<file path="src/rtl/accel_pkg.sv">
// Shared constants for the layer activation pipeline: stage FSM encoding and activation selects.
package accel_pkg;

  typedef logic [1:0] state_t;

  localparam state_t ST_IDLE = 2'd0;
  localparam state_t ST_ACT  = 2'd1;
  localparam state_t ST_HOLD = 2'd2;

  localparam logic [1:0] ACT_IDENT = 2'd0;
  localparam logic [1:0] ACT_RELU  = 2'd1;
  localparam logic [1:0] ACT_LEAKY = 2'd2;

  localparam int LEAKY_SHIFT = 3;

endpackage

</file>
<file path="src/rtl/act_unit.sv">
// Combinational activation of one signed word (identity / ReLU / leaky >>>3); zero latency, no flow control.
module act_unit
  import accel_pkg::*;
#(
  parameter int bitw = 16
) (
  input  logic [bitw-1:0] in,
  input  logic [1:0]      mode,
  output logic [bitw-1:0] out
);

  // Kept in its own signed net so the arithmetic shift is not demoted to logical by context
  logic signed [bitw-1:0] leak;
  logic                   neg;

  assign leak = $signed(in) >>> LEAKY_SHIFT;
  assign neg  = in[bitw-1];

  always_comb begin
    out = in;
    case (mode)
      ACT_RELU:  out = neg ? '0 : in;
      ACT_LEAKY: out = neg ? leak : in;
      default:   out = in;
    endcase
  end

endmodule

</file>
<file path="src/rtl/layer_act_stage.sv">
// Captures a layer vector on the in_ready rising edge and activates one element per cycle; x_ready after dim cycles.
// Holds x until out_ack; an upstream vector arriving while busy (except on the acking edge) is dropped and flagged.
module layer_act_stage
  import accel_pkg::*;
#(
  parameter int dim      = 4,
  parameter int bitw     = 16,
  parameter int fracw    = 8,
  parameter int act_mode = 1
) (
  input  logic                      clk,
  input  logic                      reset_n,
  input  logic                      in_ready,
  input  logic [dim-1:0][bitw-1:0]  in_vec,
  input  logic                      out_ack,
  output logic                      x_ready,
  output logic [dim-1:0][bitw-1:0]  x,
  output logic                      busy,
  output logic                      overrun
);

  localparam int          IW   = (dim > 1) ? $clog2(dim) : 1;
  localparam logic [IW-1:0] LAST = IW'(dim - 1);

  if (fracw >= bitw) begin : g_bad_fracw
    $error("fracw must be smaller than bitw");
  end
  if (act_mode > 2) begin : g_bad_mode
    $error("act_mode must be 0, 1 or 2");
  end

  state_t                   state_q, state_d;
  logic [IW-1:0]            idx_q, idx_d;
  logic                     in_ready_q, in_ready_d;
  logic                     armed_q, armed_d;
  logic [dim-1:0][bitw-1:0] raw_q, raw_d;
  logic [dim-1:0][bitw-1:0] x_q, x_d;
  logic                     x_ready_q, x_ready_d;
  logic                     overrun_q, overrun_d;
  logic                     start;
  logic [bitw-1:0]          act_in;
  logic [bitw-1:0]          act_out;

  // armed_q blocks a start until in_ready has been seen low once after reset
  assign start  = in_ready & ~in_ready_q & armed_q;
  assign act_in = raw_q[idx_q];

  act_unit #(.bitw(bitw)) u_act (
    .in   (act_in),
    .mode (2'(act_mode)),
    .out  (act_out)
  );

  always_comb begin
    state_d    = state_q;
    idx_d      = idx_q;
    in_ready_d = in_ready;
    armed_d    = armed_q | ~in_ready;
    raw_d      = raw_q;
    x_d        = x_q;
    x_ready_d  = x_ready_q;
    overrun_d  = overrun_q;
    case (state_q)
      ST_IDLE: begin
        if (start) begin
          raw_d   = in_vec;
          idx_d   = '0;
          state_d = ST_ACT;
        end
      end
      ST_ACT: begin
        x_d[idx_q] = act_out;
        if (idx_q == LAST) begin
          idx_d     = '0;
          state_d   = ST_HOLD;
          x_ready_d = 1'b1;
        end else begin
          idx_d = idx_q + 1'b1;
        end
        if (start) overrun_d = 1'b1;
      end
      ST_HOLD: begin
        if (out_ack) begin
          x_ready_d = 1'b0;
          state_d   = ST_IDLE;
          if (start) begin
            raw_d   = in_vec;
            idx_d   = '0;
            state_d = ST_ACT;
          end
        end else if (start) begin
          overrun_d = 1'b1;
        end
      end
      default: begin
        state_d   = ST_IDLE;
        idx_d     = '0;
        x_ready_d = 1'b0;
      end
    endcase
  end

  always_ff @(posedge clk or negedge reset_n) begin
    if (!reset_n) begin
      state_q    <= ST_IDLE;
      idx_q      <= '0;
      in_ready_q <= 1'b0;
      armed_q    <= 1'b0;
      raw_q      <= '0;
      x_q        <= '0;
      x_ready_q  <= 1'b0;
      overrun_q  <= 1'b0;
    end else begin
      state_q    <= state_d;
      idx_q      <= idx_d;
      in_ready_q <= in_ready_d;
      armed_q    <= armed_d;
      raw_q      <= raw_d;
      x_q        <= x_d;
      x_ready_q  <= x_ready_d;
      overrun_q  <= overrun_d;
    end
  end

  assign x_ready = x_ready_q;
  assign x       = x_q;
  assign busy    = (state_q != ST_IDLE);
  assign overrun = overrun_q;

endmodule

</file>
<file path="config.mk">
export PLATFORM = sky130hd
export DESIGN_NAME = layer_act_stage
export DESIGN_NICKNAME = d
export VERILOG_FILES = /design/src/rtl/accel_pkg.sv /design/src/rtl/act_unit.sv /design/src/rtl/layer_act_stage.sv
export SDC_FILE = /design/constraint.sdc
export NUM_CORES = 1
export LEC_CHECK = 0
export ABC_CLOCK_PERIOD_IN_PS = 2150
export BUFFER_PORTS_ARGS = -buffer_cell sky130_fd_sc_hd__buf_2
export CAP_MARGIN = 20
export CORE_MARGIN = 2
export CORE_UTILIZATION = 49
export CTS_BUF_LIST = sky130_fd_sc_hd__clkbuf_8 sky130_fd_sc_hd__clkbuf_16
export CTS_CLUSTER_SIZE = 16
export DETAILED_ROUTE_END_ITERATION = 10
export PLACE_DENSITY = 0.88
export SETUP_SLACK_MARGIN = 0.2
export SLEW_MARGIN = 10
export SYNTH_ARGS = -nofsm -noshare
export SYNTH_HDL_FRONTEND = slang
export SYNTH_HIERARCHICAL = 1
export SYNTH_SLANG_ARGS = --single-unit
</file>
<file path="constraint.sdc">
create_clock -name clk -period 2.15 [get_ports clk]
set_clock_uncertainty 0.15 [all_clocks]
set_input_delay 0.43 -clock clk [delete_from_list [all_inputs] [get_ports clk]]
set_output_delay 0.43 -clock clk [all_outputs]
set_load 0.02 [all_outputs]
</file>
---- After elaboration in Yosys (flattened, before gate mapping) ----
Index checks and enable logic that the tools add are counted.
storage, ports and cells
  logic and storage cells ................. 63
  input port bits ......................... 68
  bits in registers ....................... 136
cells by class
  bitwise logic cells ..................... 6
  $lt $le $gt $ge ......................... 2
  equal/unequal tests ..................... 7
  add/subtract/negate cells ............... 1
  muxes and demuxes ....................... 24
  reduce and logical (&&, ||, !) cells .... 9
operator list
  operator                                                           count
  two-way mux 64 bit                                                 2
  one-hot mux 64 bit (2 select lines)                                1
  bitwise mux 64 bit                                                 1
  binary-select mux 16 bit (select 2 bit)                            1
  demux 16 bit (select 2 bit)                                        1
  two-way mux 16 bit                                                 2
  two-way mux 15 bit                                                 1
  two-way mux 2 bit                                                  6
  one-hot mux 2 bit (3 select lines)                                 2
  inequality test 2 bit, second input constant                       4
  AND reduction 3 bit                                                2
  nonzero test 2 bit                                                 3
  two-way mux 1 bit                                                  5
  == test 2 bit, second input constant                               2
  AND reduction 2 bit                                                2
  < comparator 2 x 3 -> 1 bit, second input constant                 1
  inverter 1 bit                                                     3
  one-hot mux 1 bit (3 select lines)                                 1
  adder 2 x 1 -> 2 bit, second input constant                        1
  AND 1 bit                                                          2
  == test 2 x 1 -> 1 bit, second input constant                      1
  greater-or-equal comparator 2 x 1 -> 1 bit, second input constant  1
  zero test 2 bit                                                    1
  one-hot mux 1 bit (2 select lines)                                 1
  other kinds (2)                                                    2

---- Longest topological paths before layout ----
  word-level depth ........................ 6
  mapped depth ............................ 7

---- Hierarchy ----
Netlist, hierarchy kept.
modules (own cells, without submodules)
  module           area each (um2)  times used  cells each
  layer_act_stage  5738.0           1           332
  act_unit         289.0            1           30

---- Least setup slack after synthesis ----
No wires, ideal clock.
  kind .................................... register -> register
  start ................................... register idx_q[0]
  end ..................................... register x_q, in the netlist x[22]
  clock period less this slack ............ 2189 ps
  path slack .............................. -39 ps
  required time ........................... 1875 ps
  buffers on the path ..................... 2
  data arrival time ....................... 1914 ps
  cell stages (with the launch flop) ...... 6
  cells stage by stage .................... dfrtp_1 > buf_2 > buf_4 > mux4_2 > a32o_2 > mux2_4
on the way
  elaborated cells between the ends (all ways) .. 9
  classes of those cells .................. order compare (2); mux (6); reduce/logical (1)
RTL lines
  element                                   RTL line                source
  start: declaration                        layer_act_stage.sv:33   logic [IW-1:0] idx_q, idx_d;
  start signal: assignment                  layer_act_stage.sv:115  idx_q <= idx_d;
  binary-select mux 16 bit (select 2 bit)   layer_act_stage.sv:46   assign act_in = raw_q[idx_q];
  two-way mux 16 bit (implied by the code)  layer_act_stage.sv:46
  named net act_in[6]                       layer_act_stage.sv:41   logic [bitw-1:0] act_in;
  two-way mux 15 bit                        act_unit.sv:22          ACT_RELU: out = neg ? '0 : in;
  named net act_out[6]                      layer_act_stage.sv:42   logic [bitw-1:0] act_out;
  bitwise mux 64 bit                        layer_act_stage.sv:72   x_d[idx_q] = act_out;
  end signal: assignment                    layer_act_stage.sv:110  x_q <= '0;
  end signal: assignment                    layer_act_stage.sv:119  x_q <= x_d;
  end: declaration                          layer_act_stage.sv:37   logic [dim-1:0][bitw-1:0] x_q, x_d;
The timed path passes the listed nets, and every way through them passes these cells. The select of a mux whose other input is x is not followed.
A chain may end at the register's enable or synchronous reset.

---- Worst setup path in the final report ----
  start ................................... register idx_q[0]
  end ..................................... register x_q, in the netlist x[62]
The elaborated chain is that of the path after synthesis.

==> metrics.md <==
| Metric | Value |
|---|---|
| Internal | `8535 uW` |
| Startpoint types | `flop` |
| Warning count from the yosys run | `6` |
| Final Wtd Congestion | `0.8249` |
| Worst EP arrival | `2.21 ns` |
| FF-to-FF End | `x[62]$_DFFE_PN0P_` |
| Worst-path fanout max | `5` |
| Final worst slack | `0.08112 ns` |
| N_diodes | `0` |
| GRT Residual Overflow | `0` |
| Crit Path Class | `flop to flop` |
| Post-route DRC | `0` |
| Clock Sinks | `136` |
| Flop-to-flop setup slack | `0.08 ns` |
| Die ar. | `13200 sq um` |
| Die H | `114.9 um` |
| R2r worst-path depth | `5` |
| Yosys top cell area share | `56.47%` |
| IO Count | `135` |
| Hold path startpoint | `in_ready` |
| Post-synth top area cell | `dfrtp_1` |
| Worst-path clk slew | `0.06 ns` |
| 1st-iter DRT viols | `158` |
| Post-synth top flop | `dfrtp_1` |
| Placed Cells | `636` |
| Pwr per Cell Area | `1693 nW/um^2` |
| Seq pwr share | `34.5%` |
| Number of cells on the worst hold path | `2` |
| Cell area after layout | `7670 sq um` |
| Root Driver | `clkbuf_16` |
| Leakage | `0.003819 uW` |
| Critical R2R Launch | `idx_q[0]$_DFFE_PN0P_` |
| Detailed Routing Iterations Pass 1 | `4` |
| Placed wire-length estimate | `9736 um` |
| Post-Syn Instances | `362` |
| Layout Cells excl Fill | `680` |
| Placement Setup Slack | `0.01801 ns` |
| Critical path capture point type | `flop` |
| Multiplexer share of the synthesized area | `32.32%` |
| IO buf count | `134` |
| Number of global-route vias before repair | `3843` |
| Net Sw Frac | `34.26%` |
| WL final | `13430 um` |
| Fin nets | `595` |
| Peak supply drop | `0.7643 mV` |
| Slew Limit Headroom | `66.57%` |
| Simple-gate share of the synthesized area | `2.927%` |
| CTS tree | `done` |
| Adder-cell area share of the yosys netlist | `1.453%` |
| Synth cell types | `32` |
| Hold Path Sink | `armed_q$_DFF_PN0_` |
| Largest net degree at the start of global routing | `61` |
| Placed cell area | `6893 sq um` |
| Width of the die | `114.9 um` |
| Max-Cap Viols | `0` |
| CP required | `2.29 ns` |
| ANT nets after route | `0` |
| Fillers | `875` |
| Num rows | `40` |
| Clock share of power | `23.4%` |
| First-pass GRT wire length | `20960 um` |
| Tot GR Track Use | `21.50%` |
| Largest family of logic cells by synthesized area | `multiplexers` |
| Max-slew violations | `0` |
| Final setup viols | `0` |
| Top cells by area, synth | `dfrtp_1 (56%), mux2_4 (9.7%), mux2_1 (9.2%)` |
| Slew @ Worst Pin | `0.5014 ns` |
| Core Area | `12010 sq um` |
| CP startpoint | `idx_q[0]$_DFFE_PN0P_` |
| Via count | `3619` |
| Final Util | `63.85%` |
| Yosys reg bits | `136` |
| CTS Buf Count | `17` |
| Synth cell count leaders | `dfrtp_1 (136), mux2_1 (49), mux2_2 (40)` |
| Ys async rst share | `100.0%` |
| # H-tree levels | `4` |
| Initial Util | `50.18%` |
| RSZ-0062 raised after global routing | `yes` |
| Post-synthesis sequential area ratio | `56.47%` |
| XOR/XNOR Fraction of Synth Area | `0%` |
| Min-Delay Path Class | `input pin to flop` |
| Status | `completed` |
| Post-synth EDFFs | `0` |
| Post-Route Setup TNS | `0 ns` |
| Clock latency on the worst-skew pair | `0.41 ns` |
| Area grow syn2layout | `27.26%` |
| Peak Freq | `483.4 MHz` |
| Compound-Gate Fraction of Synth Area | `3.758%` |
| Combinational power share | `42.1%` |
| Post-Syn Area | `6027 sq um` |
| Psw | `4449 uW` |
| Fraction of layout cells with a size suffix above 1 | `57.97%` |
| Initial antenna violation count | `0` |
| Fin crit share | `96.23%` |
| Fin. Hold Viols | `0` |
| Most common cell in the synthesized netlist | `dfrtp_1` |
| Longest Clk Path Bufs | `2` |
| Tmin final | `2.069 ns` |
| Avg Cell Area, Syn | `16.65 sq um` |
| Detail-routed net length per standard cell | `19.75 um` |
| Post-DR vias/cell | `5.322` |
[timing repair]
action                                  4_1_cts  5_1_grt
pin swaps                                     4        2
gates resized for setup                       7        2
cloned                                        0        0
hold buffers                                  2        0
hold endpoints to repair                     38        0
endpoints found under the setup margin       61       62
buffers inserted                              9        1
[placed cells by master (no fill, tap or decap), drive strengths merged, types with 3 or more instances in the layout]
master    count
dfrtp       136
and2b         3
nand2         6
mux2        128
a2bb2oi       3
clkbuf       17
nand2b        5
ha            7
o21ai         5
clkinvlp      5
clkinv        5
conb          5
bufinv        4
inv           5
buf         154
mux4         16
a32o         12
[worst max path at each step]
stage	endpoint	slack, ns
after floorplan	x[60]$_DFFE_PN0P_	0.14
after global placement	x[46]$_DFFE_PN0P_	0.10
after detailed placement	x[62]$_DFFE_PN0P_	0.02
after CTS	x[12]$_DFFE_PN0P_	0.09
after global routing	x[12]$_DFFE_PN0P_	0.05
final	x[62]$_DFFE_PN0P_	0.08
[flip-flops by register name (all words and copies together), names as in the netlist]
| name | cells |
|---|---|
| idx_q | 2 |
| raw_q | 64 |
| overrun | 1 |
| state_q | 2 |
| armed_q | 1 |
| x | 64 |
| in_ready_q | 1 |
| x_ready | 1 |
[stage by stage]
step / hold WS [ns] / power [uW]
2_1_floorplan: -0.01559 / 8142
3_3_place_gp: 0.2018 / 9398
3_5_place_dp: 0.2090 / 9666
4_1_cts: 0.04852 / 13020
5_1_grt: 0.05911 / 13640
6_report: 0.06901 / 12980
[logic make-up after synthesis]
logic type      Yosys count
buf+inv                  24
simple gates             23
mux                     144
compound gates           26
other cells               2
fa+ha+maj                 7
flops                   136
[area by class of cell]
type / count / area, sq um / area share, %
Sequential cell: 136 / 3406 / 44.40
Multi-Input combinational cell: 205 / 2499 / 32.58
Timing Repair Buffer: 156 / 938.4 / 12.23
Clock buffer: 17 / 425.4 / 5.546
Clock inverter: 15 / 202.7 / 2.643
Tap cell: 147 / 183.9 / 2.398
Inverter: 4 / 15.01 / 0.1958
[power by group through the flow]
stage / sequential, uW / clock (uW) / combinational, uW
2_1_floorplan: 4830 / 0 / 3310
3_3_place_gp: 4400 / 0 / 5000
3_5_place_dp: 4510 / 0 / 5150
4_1_cts: 4470 / 3100 / 5440
5_1_grt: 4590 / 3220 / 5830
6_report: 4480 / 3040 / 5460
[critical path, stage by stage (launching register included)]
cell,delay (ns)
dfrtp_2,0.40
buf_12,0.13
mux4_2,0.57
and2b_2,0.27
a2bb2oi_2,0.16
mux2_4,0.28
[metal layers]
layer,share of wire (%),vias up,track usage (%)
li1,-,1647,-
met1,45,1828,28.81
met2,48,127,33.96
met3,5.0,17,6.062
met4,1.5,0,7.470
met5,0,-,0
No activity file was read; power rests on OpenSTA's default activity.
